===== config.mk =====
export PLATFORM = sky130hd
export DESIGN_NAME = reorder_buffer
export DESIGN_NICKNAME = d
export VERILOG_FILES = /design/src/rtl/rob_pkg.sv /design/src/rtl/reorder_buffer.sv
export SDC_FILE = /design/constraint.sdc
export NUM_CORES = 2
export LEC_CHECK = 0
export CORE_UTILIZATION = 31
export DETAILED_ROUTE_END_ITERATION = 16
export GPL_TIMING_DRIVEN = 0
export MAX_ROUTING_LAYER = met4
export SLEW_MARGIN = 30
export SYNTH_ARGS = -nofsm -noshare
export SYNTH_HDL_FRONTEND = slang
export SYNTH_SLANG_ARGS = --single-unit
export TNS_END_PERCENT = 5

===== constraint.sdc =====
create_clock -name clk_in -period 3.75 [get_ports clk_in]
set_clock_uncertainty 0.15 [all_clocks]
set_input_delay 0.75 -clock clk_in [delete_from_list [all_inputs] [get_ports clk_in]]
set_output_delay 0.75 -clock clk_in [all_outputs]
set_load 0.01 [all_outputs]

===== src/rtl/rob_pkg.sv =====
// Shared encodings and sizing for the reorder buffer.
// The optional ROB_QUERY_BYPASS_EN build lets operand lookups see the CDB in the same cycle.
package rob_pkg;

  localparam int ROB_WIDTH_DEFAULT = 4;
  localparam int ROB_TAG_W         = ROB_WIDTH_DEFAULT;

  typedef enum logic [1:0] {
    ROB_REG    = 2'b00,
    ROB_STORE  = 2'b01,
    ROB_BRANCH = 2'b10,
    ROB_JUMP   = 2'b11
  } rob_type_e;

  // REG and JUMP retirees write rd, except that x0 is never written.
  function automatic logic writesReg(input rob_type_e t, input logic [4:0] rd);
    return ((t == ROB_REG) || (t == ROB_JUMP)) && (rd != 5'd0);
  endfunction

endpackage


===== src/rtl/reorder_buffer.sv =====
// In-order retirement buffer: allocates tags, captures CDB results, answers lookups, retires in order.
// Define ROB_QUERY_BYPASS_EN to let operand lookups forward a same-cycle CDB broadcast.
module reorder_buffer
  import rob_pkg::*;
#(
  parameter int ROB_WIDTH = ROB_WIDTH_DEFAULT
) (
  input  logic                 clk_in,
  input  logic                 rst_in,
  input  logic                 rdy_in,
  input  logic                 dispatch_valid,
  input  logic [1:0]           dispatch_type,
  input  logic [4:0]           dispatch_rd,
  input  logic                 dispatch_pred_taken,
  output logic                 rob_full,
  output logic [ROB_WIDTH-1:0] dispatch_tag,
  input  logic                 cdb_active,
  input  logic [ROB_WIDTH-1:0] cdb_tag,
  input  logic [31:0]          cdb_val,
  input  logic [31:0]          cdb_addr,
  input  logic [ROB_WIDTH-1:0] query1_tag,
  input  logic [ROB_WIDTH-1:0] query2_tag,
  output logic                 query1_ready,
  output logic                 query2_ready,
  output logic [31:0]          query1_val,
  output logic [31:0]          query2_val,
  output logic                 commit_valid,
  output logic [ROB_WIDTH-1:0] commit_tag,
  output logic [4:0]           commit_rd,
  output logic [31:0]          commit_val,
  output logic                 commit_reg,
  output logic                 commit_store,
  output logic                 predict_fail,
  output logic [31:0]          fail_addr
);

  localparam int                 DEPTH      = 1 << ROB_WIDTH;
  localparam logic [ROB_WIDTH:0] FULL_COUNT = (ROB_WIDTH + 1)'(DEPTH);

  logic [DEPTH-1:0] busy_q, busy_d;
  logic [DEPTH-1:0] ready_q, ready_d;
  logic [DEPTH-1:0] pred_q, pred_d;
  rob_type_e        type_q [DEPTH];
  rob_type_e        type_d [DEPTH];
  logic [4:0]       rd_q   [DEPTH];
  logic [4:0]       rd_d   [DEPTH];
  logic [31:0]      val_q  [DEPTH];
  logic [31:0]      val_d  [DEPTH];
  logic [31:0]      addr_q [DEPTH];
  logic [31:0]      addr_d [DEPTH];

  logic [ROB_WIDTH-1:0] head_q, head_d;
  logic [ROB_WIDTH-1:0] tail_q, tail_d;
  logic [ROB_WIDTH:0]   count_q, count_d;

  logic                 commitValid_q, commitValid_d;
  logic [ROB_WIDTH-1:0] commitTag_q, commitTag_d;
  logic [4:0]           commitRd_q, commitRd_d;
  logic [31:0]          commitVal_q, commitVal_d;
  logic                 commitReg_q, commitReg_d;
  logic                 commitStore_q, commitStore_d;
  logic                 predictFail_q, predictFail_d;
  logic [31:0]          failAddr_q, failAddr_d;

  logic accept;
  logic capture;
  logic retire;
  logic mispredict;

  assign rob_full     = (count_q == FULL_COUNT);
  assign dispatch_tag = tail_q;

  assign commit_valid = commitValid_q;
  assign commit_tag   = commitTag_q;
  assign commit_rd    = commitRd_q;
  assign commit_val   = commitVal_q;
  assign commit_reg   = commitReg_q;
  assign commit_store = commitStore_q;
  assign predict_fail = predictFail_q;
  assign fail_addr    = failAddr_q;

  // A same-cycle retire never frees a slot for dispatch: rob_full comes from registered count only.
  assign accept     = rdy_in && dispatch_valid && !rob_full;
  assign capture    = rdy_in && cdb_active && busy_q[cdb_tag];
  assign retire     = rdy_in && busy_q[head_q] && ready_q[head_q];
  assign mispredict = retire && (type_q[head_q] == ROB_BRANCH) &&
                      (val_q[head_q][0] != pred_q[head_q]);

  always_comb begin
    busy_d  = busy_q;
    ready_d = ready_q;
    pred_d  = pred_q;
    type_d  = type_q;
    rd_d    = rd_q;
    val_d   = val_q;
    addr_d  = addr_q;
    head_d  = head_q;
    tail_d  = tail_q;
    count_d = count_q + (ROB_WIDTH + 1)'(accept) - (ROB_WIDTH + 1)'(retire);

    if (capture) begin
      ready_d[cdb_tag] = 1'b1;
      val_d[cdb_tag]   = cdb_val;
      addr_d[cdb_tag]  = cdb_addr;
    end

    if (accept) begin
      busy_d[tail_q]  = 1'b1;
      ready_d[tail_q] = 1'b0;
      pred_d[tail_q]  = dispatch_pred_taken;
      type_d[tail_q]  = rob_type_e'(dispatch_type);
      rd_d[tail_q]    = dispatch_rd;
      tail_d          = tail_q + 1'b1;
    end

    if (retire) begin
      busy_d[head_q] = 1'b0;
      head_d         = head_q + 1'b1;
    end

    // A mispredict discards everything younger, including this cycle's dispatch and CDB capture.
    if (mispredict) begin
      busy_d  = '0;
      head_d  = '0;
      tail_d  = '0;
      count_d = '0;
    end
  end

  // Retire pulses carry the head entry's fields; every field reads 0 when nothing retires.
  always_comb begin
    commitValid_d = retire;
    commitTag_d   = '0;
    commitRd_d    = '0;
    commitVal_d   = '0;
    commitReg_d   = 1'b0;
    commitStore_d = 1'b0;
    predictFail_d = mispredict;
    failAddr_d    = '0;
    if (retire) begin
      commitTag_d   = head_q;
      commitRd_d    = rd_q[head_q];
      commitVal_d   = val_q[head_q];
      commitReg_d   = writesReg(type_q[head_q], rd_q[head_q]);
      commitStore_d = (type_q[head_q] == ROB_STORE);
    end
    if (mispredict) begin
      failAddr_d = addr_q[head_q];
    end
  end

  always_ff @(posedge clk_in) begin
    if (rst_in) begin
      busy_q  <= '0;
      ready_q <= '0;
      pred_q  <= '0;
      for (int i = 0; i < DEPTH; i++) begin
        type_q[i] <= ROB_REG;
        rd_q[i]   <= '0;
        val_q[i]  <= '0;
        addr_q[i] <= '0;
      end
      head_q        <= '0;
      tail_q        <= '0;
      count_q       <= '0;
      commitValid_q <= 1'b0;
      commitTag_q   <= '0;
      commitRd_q    <= '0;
      commitVal_q   <= '0;
      commitReg_q   <= 1'b0;
      commitStore_q <= 1'b0;
      predictFail_q <= 1'b0;
      failAddr_q    <= '0;
    end else begin
      busy_q        <= busy_d;
      ready_q       <= ready_d;
      pred_q        <= pred_d;
      type_q        <= type_d;
      rd_q          <= rd_d;
      val_q         <= val_d;
      addr_q        <= addr_d;
      head_q        <= head_d;
      tail_q        <= tail_d;
      count_q       <= count_d;
      commitValid_q <= commitValid_d;
      commitTag_q   <= commitTag_d;
      commitRd_q    <= commitRd_d;
      commitVal_q   <= commitVal_d;
      commitReg_q   <= commitReg_d;
      commitStore_q <= commitStore_d;
      predictFail_q <= predictFail_d;
      failAddr_q    <= failAddr_d;
    end
  end

  // Lookups read stored state; the bypass build also forwards a matching broadcast.
  always_comb begin
    query1_ready = busy_q[query1_tag] && ready_q[query1_tag];
    query1_val   = query1_ready ? val_q[query1_tag] : 32'd0;
    query2_ready = busy_q[query2_tag] && ready_q[query2_tag];
    query2_val   = query2_ready ? val_q[query2_tag] : 32'd0;
`ifdef ROB_QUERY_BYPASS_EN
    if (cdb_active && (cdb_tag == query1_tag) && busy_q[query1_tag]) begin
      query1_ready = 1'b1;
      query1_val   = cdb_val;
    end
    if (cdb_active && (cdb_tag == query2_tag) && busy_q[query2_tag]) begin
      query2_ready = 1'b1;
      query2_val   = cdb_val;
    end
`endif
  end

endmodule

# After elaboration in Yosys (flattened, before gate mapping)
# Cells that the tools add are included.
# word_totals
register_bits	1274
out_inout_bits	148
elab_cells	195
# op_classes
n_addsub	4
n_lt_le_gt_ge	15
n_eq_ne	5
muxes	57
n_bitwise	13
n_reduce_logical	23
# ops
operator	n
512-bit bitwise mux	2
32-bit binary-select mux with 4-bit select	4
32-bit 2-to-1 mux	11
32-bit demux with 4-bit select	1
80-bit bitwise mux	1
16-bit 2-to-1 mux	4
16-bit AND	2
1-bit binary-select mux with 4-bit select	8
32-bit bitwise mux	1
16-bit inverter	2
16-bit bitwise OR	2
5-bit greater-or-equal comparator (second input constant)	5
4-bit by 5-bit < comparator with 1-bit output (second input constant)	5
4-bit inverter with 5-bit output	5
5-bit binary-select mux with 4-bit select	1
5-bit demux with 4-bit select	1
16-bit bitwise mux	1
1-bit logical AND	16
5-bit 2-to-1 mux	3
1-bit demux with 4-bit select	3
4-bit by 1-bit greater-or-equal comparator with 1-bit output (second input constant)	3
1-bit 2-to-1 mux	11
5-bit by 1-bit < comparator with 1-bit output (second input constant)	2
4-bit by 1-bit adder with 4-bit output (second input constant)	2
other kinds (15)	21

# Longest topological paths before layout
# logic_depth
ltp_word	9
depth_mapped	19
depth_no_buf	16

# Worst setup path before layout
# No wires, ideal clock.
# synth_path
path_type	register -> register
startpoint	register head_q[1]
endpoint	register busy_q[10]
setup_ns	0.158
t_arrival_ns	3.559
required_ns	3.442
setup_slack_ns	-0.117
path_stages_with_launch	16
n_path_buf	7
period_less_slack_ns	3.867
cell_sequence	dfxtp_1 -> buf_6 -> buf_6 -> buf_4 -> buf_2 -> buf_2 -> buf_1 -> mux4_2 -> mux4_2 -> inv_1 -> ha_1 -> nor2b_1 -> a22oi_2 -> o31ai_2 -> buf_2 -> a221oi_1
# synth_between
elab_chain_len	8
# synth_rtl
item	line_no	source
start: declaration	reorder_buffer.sv:52	logic [ROB_WIDTH-1:0] head_q, head_d;
start signal: assignment	reorder_buffer.sv:163	head_q <= '0;
start signal: assignment	reorder_buffer.sv:182	head_q <= head_d;
4-bit inverter with 5-bit output (not written as such)	reorder_buffer.sv:86, reorder_buffer.sv:87	
2-bit binary-select mux with 4-bit select	reorder_buffer.sv:86	assign mispredict = retire && (type_q[head_q] == ROB_BRANCH) &&
2-bit 2-to-1 mux (not written as such) (2 in a row)	reorder_buffer.sv:86	
2-bit == test	reorder_buffer.sv:86	
1-bit logical AND (2 in a row)	reorder_buffer.sv:86	
2-bit OR reduction (no source line)	--	
end signal: assignment	reorder_buffer.sv:175	busy_q <= busy_d;
end: declaration	reorder_buffer.sv:40	logic [DEPTH-1:0] busy_q, busy_d;
# Several ways; a longest one is shown, not always the timed one. The select of a mux whose other input is x is not followed.
# A chain may end at the register's enable or synchronous reset.

# Worst setup path in the final report
# layout_path
startpoint	register busy_q[2]
endpoint	output port query2_val[0]
# layout_between
elab_chain_len	4
# layout_rtl
item	line_no	source
1-bit binary-select mux with 4-bit select	reorder_buffer.sv:200	query2_ready = busy_q[query2_tag] && ready_q[query2_tag];
1-bit 2-to-1 mux (not written as such)	reorder_buffer.sv:200	
1-bit logical AND	reorder_buffer.sv:200	
32-bit 2-to-1 mux	reorder_buffer.sv:201	query2_val = query2_ready ? val_q[query2_tag] : 32'd0;
end: declaration	reorder_buffer.sv:26	output logic [31:0] query2_val,
# Every way passes these cells. The select of a mux whose other input is x is not followed.

==> flow_summary.toml <==
[outcome]
run_status = "complete, but fails checks"
violations = "negative setup slack"

[grt]
grt.total_usage = 0.2682
grt_pass1_wl_um = 373400
first_global_vias = 52260
grt_start_max_net_pins = 17
overflow = 0
antenna_found_initial = 30

[synthesis]
yosysSeqAreaShare = 0.4189
async_flop_share = 0
yosysWarnings = 0
ys_ff_latch = 1274
synth_edf_count = 0
syn_area_mm2 = 0.06088
synth_area_per_cell_um2 = 9.447
synthCells = 6445
synth_nets = 6551
synth_top_flop_cell = "dfxtp_1"
ys_types = 49

[cts]
cts_root_buf = "clkbuf_16"
clk_pin_slew_ns = 0.06
numCtsBuffers = 147
insertion_delay_ns = 0.82
cts_tree = "built"
h-tree-depth = 4
cts_sinks = 1274
clock_path_buffers = 3

[timing]
holdWs_ns = 0.1237
worst_slew_pin_slew_ns = 1.102
hold_violations = 0
fin_ws_ns = -0.2892
maxSlewViolCount = 0
finalCriticalPeriod_ns = 4.039
setup_viol = 82
relSlewSlack = 0.2656
min_period_over_period = 1.077
clock.fmax_mhz = 247.6
rsz0062_at_grt = "yes"

[detailed_routing]
drc = 0
dr.pass1.iters = 6
ant_nets = 0
drt-initial-drc-count = 7339
vias_per_cell = 5.744
wl_per_cell_um = 27.68
vias = 54940
drt_wl_total_um = 264800

[setup_path]
worstSetupStartpointType = "flop"
cp.arrival_ns = 3.14
path_buf_inv = 3
cp.depth = 7
cpLargestDelayFamily = "multiplexers"
crit_fanout = 10
slowest_delay_ns = 0.61
cp_common_cell = "mux4_2"
crit_required_ns = 2.85
critPathKind = "flop to primary output"
path_cells = "nand2_1, mux4_2, mux4_2, buf_12, clkbuf_16, nor2b_4, buf_6"
rr_worst_depth = 9
end_kind = "primary output"
slowest_stage = "mux4_2"

[layout]
finalNetCount = 6914
area_growth_pct = 19.33
largestRegisters = "addr_q (512), val_q (512), rd_q (80)"
final_layout_size_suffix_gt1_frac = 0.1988

[placement]
hpwlAfterDp_um = 189600
portBuffers = 162
gp_congestion = 0.9914

[die]
rows = 162
ios = 237
die_w_um = 445.2
dieArea_mm2 = 0.1982
initial_utilization = 0.3122
die_y_um = 445.2
core_mm2 = 0.1950

[power]
irDropWorstVdd_mv = 0.3590
power_density_mw_per_mm2 = 421.6
power_mw = 30.63
leakagePower_nw = 23.28

[hold_path]
hold_path_depth = 3
hp-class = "input port to flop"

[job]
cap_violations = 0
-- power breakdown --
part	internal [mW]	total [mW]	switching (mW)	leakage [nW]
Sequential	13.6	13.6	0.0303	10.3
Combinational	0.528	1.90	1.37	10.6
Clock	8.69	15.1	6.44	2.45
Total	22.8	30.6	7.84	23.3
-- cell families (layout without fill, tap and decap cells) --
logic type | count (synthesis) | in the layout | share of synthesized area
and+or+nand+nor | 2529 | 2529 | 0.1644
DFF | 1274 | 1274 | 0.4189
AOI/OAI and AO/OA | 1140 | 1140 | 0.09644
muxes | 772 | 772 | 0.2698
buffers and inverters | 704 | 1174 | 0.04556
adders and majority gates | 17 | 17 | 0.003617
xor gates and xnor gates | 9 | 9 | 0.001295
other | 0 | 27 | 0
-- layout by cell type, fill, tap and decap left out, types with 6 or more instances in the layout --
master	count
buf_6	48
nor2b_1	94
ha_1	15
diode_2	27
nand2_1	2200
nand4_1	9
buf_8	7
clkinv_16	6
buf_1	88
clkbuf_8	34
clkbuf_1	393
nor2b_2	12
buf_16	13
dfxtp_1	1241
bufinv_16	11
and2_1	15
nand2_2	14
clkinv_2	18
xor2_1	6
nor2_1	96
a21oi_1	1095
buf_4	49
nor2b_4	34
dfxtp_2	29
nand3_1	15
and3_1	7
clkdlybuf4s50_1	95
clkbuf_16	155
buf_12	16
clkbuf_2	69
a221oi_1	14
mux2i_1	76
mux4_2	695
buf_2	103
nor3_1	14
o211a_1	8
clkbuf_4	16
inv_1	32
-- final cells by class --
type / count / area [um2]
tap: 2624 / 3283
inverter: 36 / 135.1
antenna: 27 / 67.56
multi-input combinational: 4467 / 33020
clock inverter: 50 / 798.3
clock buffer: 206 / 4220
timing repair buffer: 218 / 2391
fill: 19490 / 122300
buffer: 664 / 3184
sequential: 1274 / 25560
-- cells in the mapped netlist, types with 2 or more instances --
library cell  instances  share of area
o311a_1               2        0.00033
a211oi_1              5        0.00062
mux4_2              695           0.26
buf_1               130         0.0080
inv_1                35         0.0022
nor3_1               18         0.0015
and2_1               15         0.0015
a31oi_1               2        0.00021
buf_2                69         0.0057
nand2_1            2214           0.14
ha_1                 16         0.0033
a22oi_1               2        0.00025
a21oi_1            1095          0.090
mux2i_1              76          0.012
nor2b_1             140          0.014
clkbuf_1            462          0.028
nand3_1              19         0.0016
nor2_1              100         0.0062
xor2_1                6        0.00086
nand4_1               9        0.00092
dfxtp_1            1274           0.42
and3_1                7        0.00072
a221oi_1             14         0.0020
xnor2_1               3        0.00043
buf_6                 5        0.00092
o211a_1               8         0.0013
buf_4                 2        0.00025
-- per-layer routing --
| layer | share of wire | global-route usage |
|---|---|---|
| met3 | 0.12 | 0.07931 |
| met4 | 0.079 | 0.1837 |
| met5 | 0 | - |
| met1 | 0.36 | 0.3121 |
| met2 | 0.45 | 0.3978 |
-- worst register-to-register path, delay by kind of cell (launching register included) --
kind                   cells  cell delay [ns]
buffers and inverters      6             1.93
muxes                      2             1.06
DFF                        1             0.40
and+or+nand+nor            1             0.20
-- worst paths after layout --
kind | startpoint | to | slack [ns]
setup / recovery | busy_q[2] | query2_val[0] | -0.29
hold / removal | cdb_val[6] | val_q[38] | 0.12
setup reg to reg | head_q[1] | commit_val[1] | -0.13
hold reg to reg | addr_q[499] | addr_q[499] | 0.30
-- stage by stage --
| step | setup TNS [ns] | instance area (um2) | utilization | setup slack [ns] | std cells |
|---|---|---|---|---|---|
| 5_1_grt | -13.54 | 72630 | 0.3725 | -0.3377 | 9556 |
| 6_report | -9.664 | 72650 | 0.3726 | -0.2892 | 9566 |
| 2_1_floorplan | 0 | 60900 | - | 0.002401 | 6445 |
| 3_3_place_gp | -1364.89 | 65800 | 0.3375 | -2.367 | 9231 |
| 3_5_place_dp | -921.00 | 66410 | 0.3406 | -1.644 | 9251 |
| 4_1_cts | -11.07 | 72340 | 0.3710 | -0.3866 | 9535 |
-- what timing repair did --
action | CTS | global route
setup buffers | 30 | 4
pin swaps | 3 | 2
hold buffers | 0 | 0
cloned | 2 | 0
endpoints found under the setup margin | 417 | 157
resized for setup | 493 | 110
(Power assumes the default switching activity.)
